--- config.mk ---
export PLATFORM = sky130hd
export DESIGN_NAME = conv_mc_engine
export DESIGN_NICKNAME = d
export VERILOG_FILES = /design/src/rtl/conv_pkg.sv /design/src/rtl/conv_mac_unit.sv /design/src/rtl/conv_mc_engine.sv
export SDC_FILE = /design/constraint.sdc
export NUM_CORES = 1
export LEC_CHECK = 0
export CORE_AREA = 2 2 471 473
export CTS_BUF_LIST = sky130_fd_sc_hd__clkbuf_16
export CTS_CLUSTER_DIAMETER = 120
export DETAILED_ROUTE_END_ITERATION = 12
export DIE_AREA = 0 0 473 475
export PLACE_DENSITY_LB_ADDON = 0.12
export SKIP_CTS_REPAIR_TIMING = 1
export SYNTH_ARGS = -nofsm -noshare
export SYNTH_HDL_FRONTEND = slang
export SYNTH_HIERARCHICAL = 1
export SYNTH_SLANG_ARGS = --single-unit
--- constraint.sdc ---
create_clock -name clk_en -period 87.3 [get_ports clk_en]
set_clock_uncertainty 0.1 [all_clocks]
set_input_delay 17.46 -clock clk_en [delete_from_list [all_inputs] [get_ports clk_en]]
set_output_delay 17.46 -clock clk_en [all_outputs]
set_load 0.05 [all_outputs]
--- src/rtl/conv_pkg.sv ---
// Shared helpers and FSM encodings for the multi-channel convolution engine.
package conv_pkg;

    function automatic int unsigned clog2(input int unsigned v);
        int unsigned r;
        r = 0;
        while ((64'd1 << r) < 64'(v)) begin
            r++;
        end
        return r;
    endfunction

    // Index width that never collapses to zero bits for single-entry ranges.
    function automatic int unsigned cw(input int unsigned v);
        return (clog2(v) == 0) ? 1 : clog2(v);
    endfunction

    function automatic int unsigned acc_w(input int unsigned dw, input int unsigned n);
        return 2 * dw + clog2(n) + 1;
    endfunction

    typedef enum logic [1:0] {
        StIdle,
        StMac,
        StEmit,
        StDone
    } state_e;

endpackage

--- src/rtl/conv_mac_unit.sv ---
// Signed multiply-accumulate; preload restarts the sum from the sign-extended bias.
module conv_mac_unit
    import conv_pkg::*;
#(
    parameter int unsigned DW    = 8,
    parameter int unsigned ACC_W = 20
) (
    input  logic                    clk_en,
    input  logic                    rst_n,
    input  logic                    en,
    input  logic                    preload,
    input  logic signed [DW-1:0]    bias,
    input  logic signed [DW-1:0]    a,
    input  logic signed [DW-1:0]    b,
    output logic signed [ACC_W-1:0] acc
);

    logic signed [2*DW-1:0]  prod;
    logic signed [ACC_W-1:0] prod_ext;
    logic signed [ACC_W-1:0] bias_ext;
    logic signed [ACC_W-1:0] acc_d;
    logic signed [ACC_W-1:0] acc_q;

    always_comb begin
        prod     = (2 * DW)'(a) * (2 * DW)'(b);
        prod_ext = {{(ACC_W - 2 * DW){prod[2*DW-1]}}, prod};
        bias_ext = {{(ACC_W - DW){bias[DW-1]}}, bias};
        acc_d    = acc_q;
        if (en) begin
            acc_d = (preload ? bias_ext : acc_q) + prod_ext;
        end
    end

    always_ff @(posedge clk_en) begin
        if (!rst_n) begin
            acc_q <= '0;
        end else begin
            acc_q <= acc_d;
        end
    end

    assign acc = acc_q;

endmodule

--- src/rtl/conv_mc_engine.sv ---
// Multi-channel 2-D convolution, one MAC per cycle, valid/ready pixel output.
// Define CONV_RELU_EN to clamp negative output pixels to zero.
module conv_mc_engine
    import conv_pkg::*;
#(
    parameter int unsigned IMG_W  = 8,
    parameter int unsigned IMG_H  = 8,
    parameter int unsigned K_W    = 3,
    parameter int unsigned K_H    = 3,
    parameter int unsigned CIN    = 2,
    parameter int unsigned STRIDE = 1,
    parameter int unsigned PAD    = 0,
    parameter int unsigned DW     = 8,
    localparam int unsigned RES_W = (IMG_W - K_W + 2 * PAD) / STRIDE + 1,
    localparam int unsigned RES_H = (IMG_H - K_H + 2 * PAD) / STRIDE + 1,
    localparam int unsigned N     = K_W * K_H * CIN,
    localparam int unsigned ACC_W = acc_w(DW, N),
    localparam int unsigned RW    = cw(RES_H),
    localparam int unsigned CLW   = cw(RES_W)
) (
    input  logic                          clk_en,
    input  logic                          rst_n,
    input  logic                          start,
    input  logic [CIN*IMG_H*IMG_W*DW-1:0] img,
    input  logic [CIN*K_H*K_W*DW-1:0]     weight,
    input  logic [DW-1:0]                 bias,
    output logic                          busy,
    output logic                          out_valid,
    input  logic                          out_ready,
    output logic signed [ACC_W-1:0]       out_data,
    output logic [RW-1:0]                 out_row,
    output logic [CLW-1:0]                out_col,
    output logic                          done
);

    localparam int unsigned CW  = cw(CIN);
    localparam int unsigned KRW = cw(K_H);
    localparam int unsigned KCW = cw(K_W);

    state_e state_q, state_d;
    logic [CIN*IMG_H*IMG_W*DW-1:0] img_q;
    logic [CIN*K_H*K_W*DW-1:0]     weight_q;
    logic signed [DW-1:0]          bias_q;
    logic [CW-1:0]                 ch_q, ch_d;
    logic [KRW-1:0]                kr_q, kr_d;
    logic [KCW-1:0]                kc_q, kc_d;
    logic [RW-1:0]                 row_q, row_d;
    logic [CLW-1:0]                col_q, col_d;
    logic                          valid_q, valid_d;
    logic signed [ACC_W-1:0]       data_q, data_d;
    logic signed [ACC_W-1:0]       acc;
    logic signed [DW-1:0]          pix, wv;
    logic                          capture, mac_en, first_tap, last_pix;

    // Tap fetch: taps falling in the padding border read as zero.
    always_comb begin : tap_sel
        int iy, ix;
        iy  = int'(row_q) * int'(STRIDE) + int'(kr_q) - int'(PAD);
        ix  = int'(col_q) * int'(STRIDE) + int'(kc_q) - int'(PAD);
        pix = '0;
        if (iy >= 0 && iy < int'(IMG_H) && ix >= 0 && ix < int'(IMG_W)) begin
            pix = img_q[((int'(ch_q) * int'(IMG_H) + iy) * int'(IMG_W) + ix) * int'(DW) +: DW];
        end
        wv = weight_q[((int'(ch_q) * int'(K_H) + int'(kr_q)) * int'(K_W) + int'(kc_q))
                      * int'(DW) +: DW];
    end

    assign first_tap = (ch_q == '0) && (kr_q == '0) && (kc_q == '0);
    assign last_pix  = (row_q == RW'(RES_H - 1)) && (col_q == CLW'(RES_W - 1));
    assign capture   = (state_q == StIdle) && start;

    always_comb begin
        state_d = state_q;
        ch_d    = ch_q;
        kr_d    = kr_q;
        kc_d    = kc_q;
        row_d   = row_q;
        col_d   = col_q;
        valid_d = valid_q;
        data_d  = data_q;
        mac_en  = 1'b0;
        unique case (state_q)
            StIdle: begin
                if (start) begin
                    state_d = StMac;
                    ch_d    = '0;
                    kr_d    = '0;
                    kc_d    = '0;
                    row_d   = '0;
                    col_d   = '0;
                end
            end
            StMac: begin
                mac_en = 1'b1;
                if (kc_q == KCW'(K_W - 1)) begin
                    kc_d = '0;
                    if (kr_q == KRW'(K_H - 1)) begin
                        kr_d = '0;
                        if (ch_q == CW'(CIN - 1)) begin
                            ch_d    = '0;
                            state_d = StEmit;
                        end else begin
                            ch_d = ch_q + CW'(1);
                        end
                    end else begin
                        kr_d = kr_q + KRW'(1);
                    end
                end else begin
                    kc_d = kc_q + KCW'(1);
                end
            end
            StEmit: begin
                if (!valid_q) begin
                    valid_d = 1'b1;
`ifdef CONV_RELU_EN
                    data_d  = acc[ACC_W-1] ? '0 : acc;
`else
                    data_d  = acc;
`endif
                end else if (out_ready) begin
                    valid_d = 1'b0;
                    if (last_pix) begin
                        row_d   = '0;
                        col_d   = '0;
                        state_d = StDone;
                    end else begin
                        state_d = StMac;
                        if (col_q == CLW'(RES_W - 1)) begin
                            col_d = '0;
                            row_d = row_q + RW'(1);
                        end else begin
                            col_d = col_q + CLW'(1);
                        end
                    end
                end
            end
            StDone: state_d = StIdle;
            default: state_d = StIdle;
        endcase
    end

    always_ff @(posedge clk_en) begin
        if (!rst_n) begin
            state_q <= StIdle;
            ch_q    <= '0;
            kr_q    <= '0;
            kc_q    <= '0;
            row_q   <= '0;
            col_q   <= '0;
            valid_q <= 1'b0;
            data_q  <= '0;
        end else begin
            state_q <= state_d;
            ch_q    <= ch_d;
            kr_q    <= kr_d;
            kc_q    <= kc_d;
            row_q   <= row_d;
            col_q   <= col_d;
            valid_q <= valid_d;
            data_q  <= data_d;
        end
    end

    // Operand snapshot taken at start so the run is immune to input changes.
    always_ff @(posedge clk_en) begin
        if (capture) begin
            img_q    <= img;
            weight_q <= weight;
            bias_q   <= bias;
        end
    end

    conv_mac_unit #(
        .DW   (DW),
        .ACC_W(ACC_W)
    ) u_mac (
        .clk_en (clk_en),
        .rst_n  (rst_n),
        .en     (mac_en),
        .preload(first_tap),
        .bias   (bias_q),
        .a      (pix),
        .b      (wv),
        .acc    (acc)
    );

    assign busy      = (state_q == StMac) || (state_q == StEmit);
    assign done      = (state_q == StDone);
    assign out_valid = valid_q;
    assign out_data  = data_q;
    assign out_row   = row_q;
    assign out_col   = col_q;

endmodule
---- Yosys cells after proc, flatten, opt, wreduce, memory -nomap -nowiden ----
Index checks and enable logic that the tools add are counted.
storage, ports and cells
  output and inout bits ................... 31
  bits in registers ....................... 1234
  bits of input ports ..................... 1180
  logic and storage cells ................. 104
operators by class
  magnitude comparators ................... 4
  equal/unequal tests ..................... 14
  bitwise logic cells ..................... 2
  reductions and logical operators ........ 20
  shifts and indexed selects .............. 2
  $mul .................................... 3
  $add $sub $neg .......................... 12
  mux-type cells .......................... 35
operators with widths
  operator             count
  $shiftx 1024x13->8   1
  $shiftx 144x11->8    1
  $mux 3               9
  $add 22x16->22       1
  $mux 2               11
  $mux 22              1
  $mul 8x8->16         1
  $add 3x2->4          3
  $ne 2x2->1 const B   6
  $pmux 3 s2           2
  $add 8x4->9          1
  $eq 2x2->1 const B   4
  $ge 4x1->1 const B   2
  $lt 4x4->1 const B   2
  $mux 8               1
  $pmux 2 s2           2
  $pmux 2 s4           1
  $reduce_and 4->1     2
  $add 6x2->7          1
  $logic_and 1x1->1    7
  $mux 1               7
  $add 3x1->3 const B  2
  $eq 3x3->1 const B   2
  $logic_not 2->1      3
  other kinds (15)     19

---- Logic depth before layout (Yosys ltp) ----
  word-level depth ........................ 8
  gate-level depth with buffers ........... 29
  mapped depth without buffers ............ 28

---- Modules after synthesis ----
The synthesis kept the hierarchy.
by module, submodules not included
  module          times used  area an instance (µm²)  cells each  sequential area each (µm²)
  conv_mc_engine  1           46789.9                 2263        36034.6
  conv_mac_unit   1           4873.4                  509         440.4

---- Worst setup path after synthesis ----
OpenSTA, ideal clock, no wires.
  path type ............................... input-to-reg
  start point ............................. input start
  end point ............................... register bias_q[0], enable pin
  path slack .............................. 41.947 ns
  required time ........................... 85.500 ns
  setup time .............................. 1.700 ns
  cell stages on the path ................. 1
  buffers on the path ..................... 0
  arrival time ............................ 43.553 ns
  path through ............................ and2_1
between the ends
  longest elaborated chain between the ends .. 1
ends and longest elaborated chain
  what                  RTL line               RTL
  start, declared       conv_mc_engine.sv:23   input logic start,
  $logic_and 1x1->1     conv_mc_engine.sv:70   assign capture = (state_q == StIdle) && start;
  end signal, assigned  conv_mc_engine.sv:169  bias_q <= bias;
  end, declared         conv_mc_engine.sv:43   logic signed [DW-1:0] bias_q;
No other way between the ends.
A chain may end at the register's enable or synchronous reset.

---- Final worst setup path ----
  start point ............................. input start
  end point ............................... register img_q[594], enable pin
between the ends
  longest elaborated chain between the ends .. 1
ends and longest elaborated chain
  what                  RTL line               RTL
  $logic_and 1x1->1     conv_mc_engine.sv:70
  via capture           conv_mc_engine.sv:53   logic capture, mac_en, first_tap, last_pix;
  end signal, assigned  conv_mc_engine.sv:167  img_q <= img;
  end, declared         conv_mc_engine.sv:41   logic [CIN*IMG_H*IMG_W*DW-1:0] img_q;
The timed path passes the listed nets, and every way through them passes these cells.

==> flow_metrics.tcl <==
set metrics [dict create \
    status "complete, no violations" \
    io_pins 1211 \
    worst_path_most_repeated_cell "buf_4" \
    coreArea_mm2 0.2191 \
    synth_async_sr_flop_share_pct 0 \
    antenna_found_initial 202 \
    arrival_ns 22.25 \
    gp_congestion 0.7996 \
    crit_path_top_delay_cell "buf_4" \
    dp_hpwl_mm 172.2 \
    clk_pin_slew_ns 0.06 \
    drtPass1Iterations 5 \
    grt_setup_unrepaired "false" \
    drc 0 \
    ys_types 71 \
    die_area_mm2 0.2247 \
    finalNetCount 5423 \
    vias_per_cell 4.427 \
    tightest_slew_ns 1.166 \
    p_leak_uw 0.02502 \
    postSynthAreaPerCell_um2 18.64 \
    cpPeakStageDelay_ns 0.79 \
    crit_required_ns 87.58 \
    power-per-cell-area_mw_per_mm2 52.10 \
    grt_pass1_vias 33490 \
    critPathCaptureType "flop" \
    synth_cells 2772 \
    fmax_mhz 45.50 \
    setup_viol 0 \
    fin_crit_sh_pct 25.17 \
    die_h_um 475 \
    rows 172 \
    hold_class "reg2reg" \
    cts_made_buffers 151 \
    clock_path_buffers 3 \
    crit_buf_inv 6 \
    drv_cap 0 \
    postPlaceCellArea_mm2 0.06739 \
    synthesis.nets 4122 \
    cp-start-kind "input port" \
    routedWlPerCell_um 31.04 \
    clkSinkCount 1234 \
    ys_seq_elements 1234 \
    synth_edf_count 1176 \
    synth_seq_area_share_pct 70.60 \
    path_max_fanout 141 \
    initial_core_util_pct 23.58 \
    grt_max_degree 142 \
    drt_iter0_markers 2234 \
    insertion_delay_ns 0.80 \
    vias 31460 \
    cp_top_family "buffers and inverters" \
    cts_tree "yes" \
    tns_ns 0 \
    ys_warn_count 6 \
    fin_crit_ns 21.98 \
    track_usage_pct 19.21 \
    grt-ovfl-total 0 \
    synth.cell_area_mm2 0.05166 \
    slew_headroom_pct 22.29 \
    detail-route-antenna-nets 0 \
    slew_viol_final 0 \
    htree_levels 4 \
    syn_to_final_growth_pct 39.65 \
    grt_first_pass_wirelength_mm 292.6 \
    hold_viol 0 \
    final_area_mm2 0.07215 \
    crit_type "in2reg" \
    wl_mm 220.5 \
    die_x_um 473 \
    cts_root_buf "clkbuf_16" \
    ir_drop_mv 0.1303 \
    drive_above_1_share_pct 13.56 \
    path_cells "clkdlybuf4s50_1 > and2_4 > buf_4 > buf_4 > buf_4 > buf_12 > buf_4" \
    numPortBuffers 1210 \
    synthFlopType "edfxtp_1" \
]
==> power by group <==
group / internal, uW / switching [uW]
logic: 980 / 1340
clock network: 340 / 261
registers: 800 / 33.5
total: 2120 / 1640
==> final timing paths <==
path	start	end	slack, ns	cells past startpoint
hold reg to reg	out_data[1]	out_data[1]	0.37	2
hold / removal	out_data[1]	out_data[1]	0.37	2
setup reg to reg	kc_q[0]	u_mac/acc[20]	76.48	25
setup / recovery	start	img_q[594]	65.32	7
==> through the flow <==
step                      hold WS [ns]  total power, uW  cells  utilization (%)  setup WS, ns
after floorplan                 0.3502             2716   2772                -         41.95
after global routing            0.3854             4113   7076            32.90         65.02
after CTS                       0.3714             3832   7060            32.88         65.31
final                           0.3655             3759   7105            32.93         65.32
after detailed placement        0.3630             3204   6791            30.76         64.45
after global placement          0.3589             3211   6791            30.76         64.52
==> Yosys cell counts, types with 3 or more instances <==
library cell | number | area share, %
nand2_1 | 298 | 2.2
a21oi_2 | 3 | 0.051
nand4_1 | 19 | 0.23
edfxtp_1 | 1176 | 68
o221ai_1 | 7 | 0.12
xor2_1 | 4 | 0.068
o2111ai_1 | 3 | 0.051
mux4_2 | 277 | 12
nand3b_1 | 3 | 0.044
fa_1 | 101 | 3.9
a211o_1 | 3 | 0.051
a32oi_1 | 33 | 0.56
clkbuf_1 | 54 | 0.39
dfxtp_1 | 58 | 2.2
a31oi_1 | 14 | 0.17
nor2_1 | 42 | 0.31
buf_1 | 12 | 0.087
mux4_1 | 5 | 0.25
mux2i_1 | 73 | 1.4
and3_1 | 10 | 0.12
buf_4 | 8 | 0.12
ha_1 | 69 | 1.7
nand4b_1 | 9 | 0.15
a21oi_1 | 33 | 0.32
nand2b_1 | 4 | 0.048
nand3_1 | 90 | 0.87
o21a_1 | 4 | 0.058
nor2b_1 | 16 | 0.19
o21ai_0 | 18 | 0.17
nor3_1 | 3 | 0.029
inv_1 | 120 | 0.87
buf_2 | 49 | 0.47
o22ai_1 | 9 | 0.11
and2_1 | 43 | 0.52
a211oi_1 | 4 | 0.058
a21o_1 | 10 | 0.15
xnor2_1 | 15 | 0.25
a21boi_0 | 27 | 0.39
and4_1 | 3 | 0.051
==> sequential cells by signal, indices dropped and copies added (netlist names) <==
register   flops
weight_q     144
kc_q           2
out_valid      1
out_data      22
bias_q         8
kr_q           2
u_mac/acc     22
out_row        3
out_col        3
img_q       1024
ch_q           1
state_q        2
==> logic make-up (layout without fill, tap and decap cells) <==
kind of cell	count (synthesis)	in the layout	share of synthesized area, %
AND/OR/NAND/NOR	552	552	4.921
multiplexers	357	357	13.79
buffers and inverters	248	1665	2.010
flip-flops	1234	1234	70.60
XOR/XNOR	22	22	0.4166
AO/OA/AOI/OAI	189	189	2.679
other	0	45	0
adder cells (fa/ha/maj)	170	170	5.585
==> layout by cell type (no fill, tap or decap), drive strengths merged, types with 4 or more instances in the layout <==
cell type and instances:
and2 44, nand2b 4, nor2b 16, clkdlybuf4s50 1209, o22ai 9, xor2 5
a31oi 15, a21o 11, clkinv 58, o221ai 7, nand2 298, mux4 282
o21a 4, a21boi 27, a21oi 36, ha 69, diode 45, nand3 90
a211oi 5, clkbuf 152, and3 13, xnor2 17, nand4b 9, bufinv 8
inv 171, edfxtp 1176, buf 65, o21ai 19, dfxtp 58, mux2i 73
nor2 42, a32oi 33, nand4 20, fa 101
==> layer usage <==
layer | global-route usage (%) | share of wire, % | vias to the layer above
met5 | 0 | 0.43 | -
met4 | 4.401 | 2.0 | 156
met3 | 7.608 | 9.0 | 480
met2 | 34.54 | 52 | 1267
met1 | 21.12 | 37 | 15940
li1 | - | - | 13610
==> worst reg2reg max path, cell delays in order, from the launching register on <==
cell and delay (ns):
dfxtp_1 0.61, ha_4 0.20, inv_1 0.05, fa_4 1.26, buf_12 0.49, buf_12 0.59
mux4_2 0.63, mux2i_1 0.19, a32oi_1 0.10, a31oi_1 0.65, o221ai_1 0.63, and2_1 0.38
inv_1 0.66, fa_1 0.55, inv_1 0.09, fa_1 0.43, fa_1 0.49, fa_1 0.54
fa_1 0.45, ha_1 0.37, a21o_1 0.20, a21oi_2 0.18, a21oi_2 0.10, o2111ai_1 0.29
a2111oi_2 0.12, a311o_1 0.33
==> final cells by class <==
| class | instances | area (um2) |
|---|---|---|
| sequential | 1234 | 36480 |
| fill | 21410 | 146900 |
| timing repair buffer | 1274 | 12620 |
| antenna | 45 | 112.6 |
| clock buffer | 152 | 3804 |
| inverter | 122 | 457.9 |
| clock inverter | 117 | 845.8 |
| tap | 2871 | 3592 |
| multi-input combinational | 1290 | 14240 |
Note: power is estimated with default switching activity, not from simulation.
